<file path="config.mk">
export PLATFORM = sky130hd
export DESIGN_NAME = mult_div_unit
export DESIGN_NICKNAME = d
export VERILOG_FILES = /design/src/rtl/mips_pkg.sv /design/src/rtl/mult_div_unit.sv
export SDC_FILE = /design/constraint.sdc
export NUM_CORES = 1
export LEC_CHECK = 0
export ABC_AREA = 1
export ABC_CLOCK_PERIOD_IN_PS = 3400
export BUFFER_PORTS_ARGS = -buffer_cell sky130_fd_sc_hd__buf_4
export CORE_UTILIZATION = 25
export DETAILED_ROUTE_END_ITERATION = 10
export PLACE_DENSITY = 0.41
export REMOVE_ABC_BUFFERS = 1
export SLEW_MARGIN = 20
export SYNTH_ARGS = -nofsm -noshare
export SYNTH_HDL_FRONTEND = slang
export SYNTH_SLANG_ARGS = --single-unit
</file>
<file path="constraint.sdc">
create_clock -name clk -period 3.4 [get_ports clk]
set_input_delay 0 -clock clk [delete_from_list [all_inputs] [get_ports clk]]
set_output_delay 0 -clock clk [all_outputs]
set_load 0.02 [all_outputs]
</file>
<file path="src/rtl/mips_pkg.sv">
// Shared MIPS EX-stage types for the iterative multiply/divide unit.
package mips_pkg;

  // Operation codes accepted by the multiply/divide unit
  typedef enum logic [2:0] {
    MDU_MULT  = 3'd0,
    MDU_MULTU = 3'd1,
    MDU_DIV   = 3'd2,
    MDU_DIVU  = 3'd3,
    MDU_MTHI  = 3'd4,
    MDU_MTLO  = 3'd5
  } mdu_op_t;

  // Sequencer states of the multiply/divide unit
  typedef enum logic [1:0] {
    IDLE = 2'd0,
    PREP = 2'd1,
    CALC = 2'd2,
    FIX  = 2'd3
  } mdu_state_t;

endpackage

</file>
<file path="src/rtl/mult_div_unit.sv">
// Iterative radix-2 multiply/divide unit writing the architectural HI/LO pair.
// Signed operands are reduced to magnitudes in PREP, WIDTH shift-add or
// restoring shift-subtract steps run in CALC, and FIX restores the signs.
module mult_div_unit
  import mips_pkg::*;
#(
  parameter int WIDTH = 32
) (
  input  logic             clk,
  input  logic             rst_n,
  input  logic             start,
  input  logic [2:0]       op,
  input  logic [WIDTH-1:0] a,
  input  logic [WIDTH-1:0] b,
  input  logic             cancel,
  output logic             busy,
  output logic             done,
  output logic [WIDTH-1:0] hi,
  output logic [WIDTH-1:0] lo,
  output logic             divByZero
);

  localparam int CNT_W = $clog2(WIDTH + 1);

  mdu_state_t         r_state;
  mdu_state_t         w_state_nxt;
  logic [CNT_W-1:0]   r_cnt;
  logic               r_is_div;
  logic               r_signed;
  logic [WIDTH-1:0]   r_a;
  logic [WIDTH-1:0]   r_b;
  logic [WIDTH-1:0]   r_acc;     // accumulator (mult) / partial remainder (div)
  logic [WIDTH-1:0]   r_low;     // multiplier -> product low / dividend -> quotient
  logic [WIDTH-1:0]   r_opnd;    // multiplicand / divisor magnitude
  logic               r_neg_lo;  // product or quotient must be negated
  logic               r_neg_hi;  // remainder must be negated
  logic               r_bzero;
  logic               r_busy;
  logic               r_done;
  logic               r_dbz;
  logic [WIDTH-1:0]   r_hi;
  logic [WIDTH-1:0]   r_lo;

  logic               w_is_md;
  logic               w_is_div;
  logic               w_is_sgn;
  logic               w_accept;
  logic               w_a_neg;
  logic               w_b_neg;
  logic [WIDTH-1:0]   w_a_mag;
  logic [WIDTH-1:0]   w_b_mag;
  logic [WIDTH:0]     w_shift;
  logic [WIDTH:0]     w_x;
  logic [WIDTH:0]     w_y;
  logic               w_cin;
  logic [WIDTH:0]     w_sum;
  logic               w_qbit;
  logic [2*WIDTH-1:0] w_mag;
  logic [2*WIDTH-1:0] w_prod;
  logic [WIDTH-1:0]   w_quo;
  logic [WIDTH-1:0]   w_rem;

  assign w_accept  = start & ~cancel & (r_state == IDLE);
  assign busy      = r_busy;
  assign done      = r_done;
  assign hi        = r_hi;
  assign lo        = r_lo;
  assign divByZero = r_dbz;

  // Decode the incoming opcode into iterative-op class, divide and signedness
  always_comb begin
    w_is_md  = 1'b0;
    w_is_div = 1'b0;
    w_is_sgn = 1'b0;
    case (op)
      MDU_MULT:  begin w_is_md = 1'b1; w_is_sgn = 1'b1; end
      MDU_MULTU: begin w_is_md = 1'b1; end
      MDU_DIV:   begin w_is_md = 1'b1; w_is_div = 1'b1; w_is_sgn = 1'b1; end
      MDU_DIVU:  begin w_is_md = 1'b1; w_is_div = 1'b1; end
      default:   begin w_is_md = 1'b0; end
    endcase
  end

  // Operand magnitudes and sign bookkeeping used when entering CALC
  always_comb begin
    w_a_neg = r_signed & r_a[WIDTH-1];
    w_b_neg = r_signed & r_b[WIDTH-1];
    w_a_mag = w_a_neg ? -r_a : r_a;
    w_b_mag = w_b_neg ? -r_b : r_b;
  end

  // Shared WIDTH+1-bit adder: add multiplicand, or subtract divisor from shifted remainder
  always_comb begin
    w_shift = {r_acc, r_low[WIDTH-1]};
    if (r_is_div) begin
      w_x   = w_shift;
      w_y   = ~{1'b0, r_opnd};
      w_cin = 1'b1;
    end else begin
      w_x   = {1'b0, r_acc};
      w_y   = r_low[0] ? {1'b0, r_opnd} : {(WIDTH + 1){1'b0}};
      w_cin = 1'b0;
    end
    w_sum  = w_x + w_y + (WIDTH + 1)'(w_cin);
    // remainder stays below the divisor, so the top bit is the borrow
    w_qbit = ~w_sum[WIDTH];
  end

  // Sign restoration applied when the result is committed
  always_comb begin
    w_mag  = {r_acc, r_low};
    w_prod = r_neg_lo ? -w_mag : w_mag;
    w_quo  = r_neg_lo ? -r_low : r_low;
    w_rem  = r_neg_hi ? -r_acc : r_acc;
  end

  // Sequencer state register
  always_ff @(posedge clk or negedge rst_n) begin
    if (!rst_n) begin
      r_state <= IDLE;
    end else begin
      r_state <= w_state_nxt;
    end
  end

  // Sequencer next-state: a flush returns to IDLE from any active state
  always_comb begin
    w_state_nxt = r_state;
    case (r_state)
      IDLE: begin
        if (w_accept && w_is_md) w_state_nxt = PREP;
        else                     w_state_nxt = IDLE;
      end
      PREP: begin
        if (cancel) w_state_nxt = IDLE;
        else        w_state_nxt = CALC;
      end
      CALC: begin
        if (cancel)                               w_state_nxt = IDLE;
        else if (r_cnt == CNT_W'(WIDTH - 1))      w_state_nxt = FIX;
        else                                      w_state_nxt = CALC;
      end
      FIX:     w_state_nxt = IDLE;
      default: w_state_nxt = IDLE;
    endcase
  end

  // Datapath, HI/LO and status registers
  always_ff @(posedge clk or negedge rst_n) begin
    if (!rst_n) begin
      r_cnt    <= '0;
      r_is_div <= 1'b0;
      r_signed <= 1'b0;
      r_a      <= '0;
      r_b      <= '0;
      r_acc    <= '0;
      r_low    <= '0;
      r_opnd   <= '0;
      r_neg_lo <= 1'b0;
      r_neg_hi <= 1'b0;
      r_bzero  <= 1'b0;
      r_busy   <= 1'b0;
      r_done   <= 1'b0;
      r_dbz    <= 1'b0;
      r_hi     <= '0;
      r_lo     <= '0;
    end else begin
      r_done <= 1'b0;
      case (r_state)
        IDLE: begin
          if (w_accept && w_is_md) begin
            r_a      <= a;
            r_b      <= b;
            r_is_div <= w_is_div;
            r_signed <= w_is_sgn;
            r_dbz    <= 1'b0;
            r_busy   <= 1'b1;
          end else if (w_accept && (op == MDU_MTHI)) begin
            r_hi   <= a;
            r_done <= 1'b1;
          end else if (w_accept && (op == MDU_MTLO)) begin
            r_lo   <= a;
            r_done <= 1'b1;
          end
        end
        PREP: begin
          if (cancel) begin
            r_busy <= 1'b0;
            r_dbz  <= 1'b0;
          end else begin
            r_cnt    <= '0;
            r_acc    <= '0;
            r_neg_lo <= w_a_neg ^ w_b_neg;
            r_neg_hi <= w_a_neg;
            r_bzero  <= r_is_div & (r_b == '0);
            if (r_is_div) begin
              r_low  <= w_a_mag;
              r_opnd <= w_b_mag;
            end else begin
              r_low  <= w_b_mag;
              r_opnd <= w_a_mag;
            end
          end
        end
        CALC: begin
          if (cancel) begin
            r_busy <= 1'b0;
            r_dbz  <= 1'b0;
          end else begin
            r_cnt <= r_cnt + CNT_W'(1);
            if (r_is_div) begin
              r_acc <= w_qbit ? w_sum[WIDTH-1:0] : w_shift[WIDTH-1:0];
              r_low <= {r_low[WIDTH-2:0], w_qbit};
            end else begin
              r_acc <= w_sum[WIDTH:1];
              r_low <= {w_sum[0], r_low[WIDTH-1:1]};
            end
          end
        end
        FIX: begin
          if (cancel) begin
            r_busy <= 1'b0;
            r_dbz  <= 1'b0;
          end else begin
            r_busy <= 1'b0;
            r_done <= 1'b1;
            r_dbz  <= r_bzero;
            if (!r_is_div) begin
              {r_hi, r_lo} <= w_prod;
            end else if (r_bzero) begin
              r_hi <= r_a;
              r_lo <= '1;
            end else begin
              r_hi <= w_rem;
              r_lo <= w_quo;
            end
          end
        end
        default: r_busy <= 1'b0;
      endcase
    end
  end

endmodule

</file>
**Word level (Yosys, flattened, before mapping)**

Index checks and enable logic that the tools add are counted.

- Flip-flop bits (word level): 240
- Output and inout port bits: 67
- Logic and storage cells: 125

- Add/sub/neg operators: 8
- Eq/ne operators: 18
- Multiplexer cells: 55
- Bitwise logic cells: 9
- Reduce and logical (&&, ||, !) cells: 18

Operators with widths:

| cell | count |
|---|---|
| $mux W32 | 25 |
| $pmux W32 S2 | 4 |
| $neg A32 Y32 | 4 |
| $mux W33 | 2 |
| $mux W64 | 1 |
| $neg A64 Y64 | 1 |
| $add A33 B1 Y33 | 1 |
| $add A33 B33 Y33 | 1 |
| $not A32 Y33 | 1 |
| $logic_not A32 Y1 | 1 |
| $mux W1 | 14 |
| $mux W6 | 2 |
| $pmux W6 S2 | 1 |
| $ne A2 B2 Y1 const B | 5 |
| $ne A2 B1 Y1 const B | 4 |
| $pmux W2 S4 | 1 |
| $add A6 B1 Y6 const B | 1 |
| $eq A3 B2 Y1 const B | 2 |
| $eq A3 B3 Y1 const B | 2 |
| $eq A6 B5 Y1 const B | 1 |
| $pmux W1 S3 | 2 |
| $reduce_and A2 Y1 | 3 |
| $reduce_or A2 Y1 | 3 |
| $and A1 B1 Y1 | 5 |
| other kinds (15) | 21 |

**Depth between registers and ports, before layout**

Gate-level depths: netlist of run 1.

- Word-level depth: 8
- Mapped depth: 25
- Depth with buffers taken out: 21

**Least setup slack after synthesis of run 1**

Ideal clock, no wire load.

- Path kind: register to register
- Start: register r_is_div
- End: register r_acc[12]
- Setup time: 0.116 ns
- Data arrival time: 3.382 ns
- Data required time: 3.284 ns
- Slack: -0.099 ns
- Cell stages (with the launch flop): 26
- Path buffers: 6
- Period minus slack after synthesis: 3.499 ns
- Path through: dfrtp_1 -> buf_2 -> clkbuf_1 -> clkbuf_1 -> clkbuf_1 -> nand2_1 -> o21ai_0 -> fa_1 -> inv_1 -> fa_1 -> inv_1 -> nand3_1 -> nand3_2 -> nand2_2 -> nand2_4 -> nand2_2 -> nand2_2 -> nand2_2 -> nand2_2 -> nand2_2 -> buf_6 -> buf_8 -> nand3_2 -> nand3_1 -> nand2_1 -> nand2_1

- Cells in the longest elaborated chain, start to end: 7
- Elaborated cells on any way between the ends: 9
- Those cells by class: add/sub (2); mux (7)

RTL lines:

| what | line | RTL |
|---|---|---|
| start, declared | mult_div_unit.sv:28 | `logic r_is_div;` |
| start signal, assigned | mult_div_unit.sv:174 | `r_is_div <= w_is_div;` |
| $mux W33 | mult_div_unit.sv:95 | `if (r_is_div) begin` |
| $add A33 B33 Y33 | mult_div_unit.sv:104 | `w_sum = w_x + w_y + (WIDTH + 1)'(w_cin);` |
| $add A33 B1 Y33 | mult_div_unit.sv:104 |  |
| $mux W32 | mult_div_unit.sv:212 | `r_acc <= w_qbit ? w_sum[WIDTH-1:0] : w_shift[WIDTH-1:0];` |
| $mux W32 * | mult_div_unit.sv:211 | `if (r_is_div) begin` |
| $mux W32 * | mult_div_unit.sv:206 | `if (cancel) begin` |
| $pmux W32 S2 * | mult_div_unit.sv:169 | `case (r_state)` |
| end signal, assigned | mult_div_unit.sv:212 |  |
| end signal, assigned | mult_div_unit.sv:215 | `r_acc <= w_sum[WIDTH:1];` |
| end, declared | mult_div_unit.sv:32 | `logic [WIDTH-1:0] r_acc;` |

Every way passes the cells marked *; elsewhere a longest branch is shown, timed or not. The select of a mux whose other input is x is not followed.
A chain may end at the register's enable or synchronous reset.

**Final worst setup path of run 1**

- Start: register r_is_div
- End: register r_acc[18]

Same word-level chain as after synthesis.

==> metrics.md, run 1 <==
| Metric | Value |
|---|---|
| Post-route clock period utilization | `0.956` |
| Maxcap violations | `0` |
| Synth warnings | `0` |
| Hold WC Path Type | `input port to async pin` |
| Site Rows | `approximately 100` |
| LEAKAGE | `between 10 and 15 nW` |
| Final ANT Viol Nets | `0` |
| Routability Congestion | `0.993` |
| Die Span Y | `around 290 um` |
| Startpoint Class | `register` |
| Fin. Hold Viols | `0` |
| Initial antenna violation count | `1` |
| Buffers on Ports | `roughly 140` |
| Chip width | `287 um` |
| Largest net degree at the start of global routing | `approximately 150` |
| Avg WL per Cell | `22.1 um` |
| Sequential share of the synthesized area | `0.296` |
| Total global-route track usage | `0.248` |
| Reg2reg setup slack | `approximately 0.15 ns` |
| Num CTS Buffers | `34` |
| First-pass DRT Iterations | `6` |
| Share of cells above drive strength 1 | `0.120` |
| Util after Layout | `0.314` |
| Clk Latency, worst-skew pair | `0.56 ns` |
| Die area | `about 82000 um2` |
| Status | `finished clean` |
| Synth area leaders | `dfrtp_1, nand2_1, nand3_1` |
| FFs w/ async S/R, synth | `1.00` |
| Starting DRT DRC Count | `approximately 2400` |
| Most frequent cell after synthesis | `nand2_1` |
| RSZ-0062 raised after global routing | `no` |
| Final setup viols | `0` |
| Starting Density | `0.252` |
| CORE AREA | `80300 um2` |
| Area growth syn-to-layout | `24.4%` |
| Fmax | `between 300 and 400 MHz` |
| Setup CP Type | `register to register` |
| Synth Area per Inst | `about 6.0 um2` |
| Synth Cell Area | `roughly 20000 um2` |
| Post-synth EDFFs | `0` |
| Synth top area share | `0.296` |
| Yosys cell types | `45` |
| Max VDD drop | `381 uV` |
| CTS tree | `done` |
| Main flop type after synthesis | `dfrtp_1` |
| Clk slew on worst S/H paths | `~0.060 ns` |
| Relative slew margins | `0.356` |
| Grt total ovfl | `0` |
| DR vias | `23300` |
| Post-Syn Instances | `around 3400` |
| Post-synthesis register bit count | `240` |
| Avg Vias per Cell | `~5.0` |
| Via count of the first global-routing pass | `21500` |
| Clock tree buffer depth | `3` |
| WP data required | `3.83 ns` |
| PwrDens | `between 600 and 700 nW/um2` |
| Global-route wire length before repair | `around 150000 um` |
| I/O Pins | `around 140` |
| Critical R2R Capture | `r_acc[18]$_DFFE_PN0P_` |
| Final WL | `104000 um` |
| Post-CTS Setup Bufs | `0` |
| Post-route DRC | `0` |
| Finished layout cell area | `25200 um2` |
| Fin. max-slew vios | `0` |
| DP HPWL | `a little over 80000 um` |
| Root buf cell | `clkbuf_16` |
| Slew at the pin closest to its max-slew limit | `0.966 ns` |
| Top cells by count, synth | `nand2_1, nor2_1, inv_1` |
| Reg-to-Reg Start | `r_is_div$_DFFE_PN0P_` |
| Crit-path max FO | `46` |
| Final net count | `roughly 3700` |
| H-tree depth | `2` |
| Placed cell area | `about 23000 um2` |
| CP Capture Type | `register` |
| Diodes inserted | `0` |
| Setup Skew | `approximately 0.030 ns` |
| WP data arrival | `3.68 ns` |
| Worst Reg-to-Reg Cells | `17` |
| Largest area contributor in the netlist | `dfrtp_1` |
| Clk sinks | `240` |
| CP startpoint | `r_is_div$_DFFE_PN0P_` |
| Final min period | `~3.3 ns` |
==> cell usage in the layout, fill, tap and decap left out, types with 7 or more instances in the layout <==
master,netlist,routed
nor2_2,11,10
dlygate4sd3_1,0,70
nand4_1,30,30
inv_2,8,7
clkbuf_1,113,7
nand3_1,358,358
a21oi_1,226,226
clkbuf_8,0,10
or2_2,8,8
nor2_1,404,402
nand3b_1,13,13
a31oi_1,12,12
o211ai_1,16,16
clkbuf_16,0,35
dfrtp_1,240,238
o21bai_1,8,8
nor2_4,5,8
buf_4,1,298
o21ai_0,300,294
nand3_2,13,13
o21ai_1,12,17
nand2_1,991,988
xor2_1,57,57
inv_1,361,361
nor3_1,21,21
ha_1,41,40
buf_12,0,10
o22ai_1,13,13
nand2_2,14,17
==> flip-flops by register name, indices dropped and copies added (netlist names) <==
name	count
busy	1
divByZero	1
done	1
hi	32
lo	32
r_a	32
r_acc	32
r_b	32
r_bzero	1
r_cnt	6
r_is_div	1
r_low	32
r_neg_hi	1
r_neg_lo	1
r_opnd	32
r_signed	1
r_state	2
==> cells by family after synthesis <==
logic type | Yosys count | share of synthesized area
compound gates | 607 | 0.157
xor+xnor | 62 | 0.0268
fa+ha+maj | 43 | 0.0273
buf+inv | 540 | 0.104
flops | 240 | 0.296
simple gates | 1875 | 0.388
==> where the power goes <==
group	total (mW)	leakage [nW]	internal (mW)	switching (mW)
clock	3.66	0.550	2.18	1.48
combinational	7.22	9.07	2.38	4.85
sequential	4.26	2.91	3.47	0.783
total	15.1	12.5	8.03	7.11
==> worst max-delay path by stage <==
stage                                  endpoint  cells after the start
after floorplan           r_acc[31]$_DFFE_PN0P_                     20
after global placement    r_acc[26]$_DFFE_PN0P_                     19
after detailed placement  r_acc[26]$_DFFE_PN0P_                     19
after CTS                  r_low[0]$_DFFE_PN0P_                     18
after global routing      r_acc[23]$_DFFE_PN0P_                     19
final                     r_acc[18]$_DFFE_PN0P_                     17
==> area by class of cell <==
| cell class | count | area, um2 |
|---|---|---|
| multi-input cells | 2587 | 12200 |
| inverters | 370 | 1390 |
| fillers | 9046 | 55100 |
| clock buffers | 52 | 1040 |
| well taps | 1060 | 1330 |
| flip-flops and latches | 240 | 6010 |
| repair buffers | 380 | 3160 |
| clock inverters | 7 | 67.6 |
==> stage by stage <==
step / hold WS, ns / worst slack (ns) / power (mW) / std cells / TNS, ns
final: 0.0720 / 0.150 / 15.1 / 4696 / 0
after global placement: 0.122 / -0.0917 / 11.3 / 4567 / -1.91
after global routing: 0.152 / 0.00182 / 16.0 / 4696 / 0
after detailed placement: 0.129 / -0.0698 / 11.3 / 4567 / -0.927
after CTS: 0.127 / 0.119 / 15.1 / 4696 / 0
after floorplan: -0.296 / -6.99 / 8.02 / 3197 / -747.29
==> per-layer routing <==
metal	vias up	part of all wire	wire [um]	GRT usage
met2	855	0.42	43600	0.365
met3	110	0.070	7250	0.0378
met5	-	0	0	0
met4	0	0.025	2610	0.0639
met1	11000	0.48	50200	0.370
li1	11300	-	-	-
==> repair_timing <==
| action | 4_1_cts | 5_1_grt |
|---|---|---|
| endpoints found under the setup margin | 31 | 32 |
| gates cloned | 0 | 0 |
| resized for setup | 1 | 9 |
| endpoints found under the hold margin | 219 | 0 |
| hold buffers | 70 | 0 |
==> worst max-delay path: stages, from the launching register on <==
cell	delay, ns
dfrtp_4	0.51
buf_12	0.19
o21ai_0	0.60
ha_1	0.41
nand2_1	0.12
inv_1	0.07
a21oi_1	0.14
nand2_1	0.13
nand2_1	0.09
nand2_1	0.13
nand2_1	0.12
nand2_1	0.05
nand2_1	0.05
nand2_1	0.16
o21ai_0	0.20
inv_1	0.05
nand2_1	0.06
nand2_1	0.04
Power figures use the tool's default switching activity.
==> run 2: changes to the inputs <==
--- a/config.mk
+++ b/config.mk
@@ -8,9 +8,11 @@
 export ABC_AREA = 1
 export ABC_CLOCK_PERIOD_IN_PS = 3400
 export BUFFER_PORTS_ARGS = -buffer_cell sky130_fd_sc_hd__buf_4
+export CELL_PAD_IN_SITES_DETAIL_PLACEMENT = 0
+export CELL_PAD_IN_SITES_GLOBAL_PLACEMENT = 2
 export CORE_UTILIZATION = 25
 export DETAILED_ROUTE_END_ITERATION = 10
-export PLACE_DENSITY = 0.41
+export PLACE_DENSITY = 0.67
 export REMOVE_ABC_BUFFERS = 1
 export SLEW_MARGIN = 20
 export SYNTH_ARGS = -nofsm -noshare
==> run 2 against run 1 <==
  * Fmax grew 3.5%
  * Cell count shrank 0.51%
  * Setup slack gained 0.11 ns
  * Via count shrank 1.9%
  * Global-route usage shrank 0.30 points
  * Combinational power shrank 2%
  * Die area is the same
  * Critical path depth grew 2
  * Worst hold slack lost 0.042 ns
  * Clock skew shrank 0.0014 ns
  * Final area is essentially flat
==> metrics.md, run 2 (same netlist as run 1, synthesis figures left out) <==
| Metric | Value |
|---|---|
| Status | `finished clean` |
| H-tree depth | `2 (unchanged)` |
| RSZ-0062 raised after global routing | `no` |
| Die Span Y | `287 um (unchanged)` |
| Clk slew on worst S/H paths | `0.07 ns (about the same)` |
| CORE AREA | `80300 um2 (unchanged)` |
| Crit-path max FO | `16 (-65%)` |
| Fmax | `318 MHz (+3.5%)` |
| Maxcap violations | `0 (unchanged)` |
| Critical-path top delay cell | `dfrtp_4` |
| LEAKAGE | `12.4 nW (-1.1%)` |
| DP HPWL | `79500 um (-2.7%)` |
| Post-route DRC | `0 (unchanged)` |
| Largest net degree at the start of global routing | `87 (-42%)` |
| Relative slew margins | `0.342 (-0.0139)` |
| Site Rows | `104 (unchanged)` |
| Total global-route track usage | `0.245 (-0.00297)` |
| Starting Density | `0.252 (unchanged)` |
| Root buf cell | `clkbuf_16` |
| Startpoint Class | `register` |
| Die area | `82200 um2 (unchanged)` |
| Setup CP Type | `register to register` |
| Clk sinks | `240 (unchanged)` |
| Sw frac | `0.464 (-0.00538)` |
| First-pass DRT Iterations | `5 (-1)` |
| Setup Skew | `0.0283 ns (-0.00139 ns)` |
| Post-CTS Setup Bufs | `0 (unchanged)` |
| Avg WL per Cell | `21.9 um (-0.65%)` |
| Final min period | `3.14 ns (-0.110 ns)` |
| Comb power frac | `0.470 (-0.007)` |
| Commonest non-fill, non-tap cells in the layout | `nand2_1, nor2_1, inv_1, nand3_1, o21ai_0` |
| Final setup viols | `0 (unchanged)` |
| Crit-path max cell delay | `0.52 ns (-0.08 ns)` |
| Routability Congestion | `0.931 (-6.2%)` |
| PwrDens | `601 nW/um2 (about the same)` |
| Grt total ovfl | `0 (unchanged)` |
| Flop pwr share | `0.276 (-0.005)` |
| Final WL | `103000 um (-1.2%)` |
| Critical path cell sequence | `buf_4 -> buf_6 -> buf_4 -> nand2_1 -> o21ai_0 -> ha_1 -> nand2_2 -> inv_2 -> a21oi_4 -> nand2_4 -> nand2_2 -> nand2_2 -> nand2_2 -> nand2_2 -> nand2_1 -> nand3_1 -> nand2_1 -> nand3_1 -> nand2_1` |
| Global-route wire length before repair | `149000 um (-0.88%)` |
| Buffers on Ports | `137 (unchanged)` |
| Setup TNS | `0 ns (unchanged)` |
| Clock tree buffer depth | `3 (unchanged)` |
| CTS tree | `done` |
| Post-route clock period utilization | `0.924 (-0.0322)` |
| DR vias | `22800 (-1.9%)` |
| WP data required | `3.89 ns (+0.06 ns)` |
| Internal power | `8.11 mW (+0.94%)` |
| I/O Pins | `138 (unchanged)` |
| CP top delay family | `simple AND/OR/NAND/NOR gates` |
| WP data arrival | `3.63 ns (-0.05 ns)` |
| Diodes inserted | `0 (unchanged)` |
| Clk Latency, worst-skew pair | `0.57 ns (about the same)` |
| Area growth syn-to-layout | `24.3% (about the same)` |
| Fin. Hold Viols | `0 (unchanged)` |
| Final ANT Viol Nets | `0 (unchanged)` |
| Num CTS Buffers | `34 (unchanged)` |
| Fin. max-slew vios | `0 (unchanged)` |
| Avg Vias per Cell | `4.88 (-1.4%)` |
| Initial antenna violation count | `2 (+1)` |
| Hold WC Path Type | `input port to register` |
| CP Capture Type | `register` |
| CP Buf/Inv Count | `4 (+1)` |
| Util after Layout | `0.314 (about the same)` |
| Cell mode on critical path | `nand2_2` |
| Final net count | `3704 (-0.62%)` |
| Sw power | `7.02 mW (-1.2%)` |
| Slew at the pin closest to its max-slew limit | `0.987 ns (+0.0208 ns)` |
| Clk pwr share | `0.253 (+0.011)` |
| Commonest non-fill, non-tap cell in the layout | `nand2_1` |
| Starting DRT DRC Count | `2253 (-4.9%)` |
| Via count of the first global-routing pass | `21500 (+0.16%)` |
| Max VDD drop | `332 uV (-13%)` |
| Chip width | `287 um (unchanged)` |
| Share of cells above drive strength 1 | `0.111 (-0.00945)` |
==> run 2: final cells by class <==
| type | count | area, um2 |
|---|---|---|
| Clock buffer | 44 | 958 |
| Clock inverter | 14 | 195 |
| Fill cell | 9138 | 55100 |
| Inverter | 370 | 1390 |
| Multi-Input combinational cell | 2587 | 12200 |
| Sequential cell | 240 | 6010 |
| Tap cell | 1060 | 1330 |
| Timing Repair Buffer | 357 | 3070 |
==> run 2: worst paths after layout <==
path | start | endpoint | slack [ns] | cells after the start
worst max-delay path | r_is_div$_DFFE_PN0P_ | r_low[0]$_DFFE_PN0P_ | 0.26 | 19
worst min-delay path | op[2] | r_is_div$_DFFE_PN0P_ | 0.03 | 4
worst max register to register | r_is_div$_DFFE_PN0P_ | r_low[0]$_DFFE_PN0P_ | 0.26 | 19
worst min register to register | lo[3]$_DFFE_PN0P_ | lo[3]$_DFFE_PN0P_ | 0.48 | 2
max in group asynchronous | rst_n | r_acc[13]$_DFFE_PN0P_ | 2.46 | 3
min in group asynchronous | rst_n | r_b[7]$_DFFE_PN0P_ | 0.08 | 2
==> run 2: power by group through the flow <==
stage / logic (mW) / clock network, mW / registers, mW
global route: 7.78 / 4.02 / 4.26
finish: 7.11 / 3.84 / 4.18
global placement: 6.91 / 0 / 4.22
CTS: 7.04 / 3.92 / 4.17
floorplan: 3.70 / 0 / 4.32
detailed placement: 6.89 / 0 / 4.21
==> run 2: worst reg2reg max path: cells and delay by family, from the launching register on <==
family | cells | cell delay (ns)
buf+inv | 4 | 0.60
compound gates | 2 | 0.29
flops | 1 | 0.52
simple gates | 12 | 1.29
fa+ha+maj | 1 | 0.38
==> run 2: stage by stage <==
stage	total power, mW	worst slack [ns]	area (um2)	instances	hold slack (ns)
2_1_floorplan	8.02	-6.99	19500	3197	-0.296
3_3_place_gp	11.1	0.135	23000	4517	0.106
3_5_place_dp	11.1	0.0780	23000	4517	0.104
4_1_cts	15.1	0.0521	25100	4672	0.000136
5_1_grt	16.1	0.0290	25200	4672	0.0254
6_report	15.1	0.259	25200	4672	0.0295
==> run 2: routing by layer <==
layer	part of all wire	wire, um	GRT usage	vias to the layer above
met5	0	0	0	-
met4	0.025	2570	0.0610	0
met3	0.055	5680	0.0312	97
met2	0.44	45600	0.383	629
met1	0.48	48700	0.352	10800
li1	-	-	-	11300
==> run 2: what timing repair did <==
action,CTS,global route
endpoints found under the hold margin,200,0
setup endpoints to repair,0,33
hold buffers,97,0
gates resized for setup,0,21
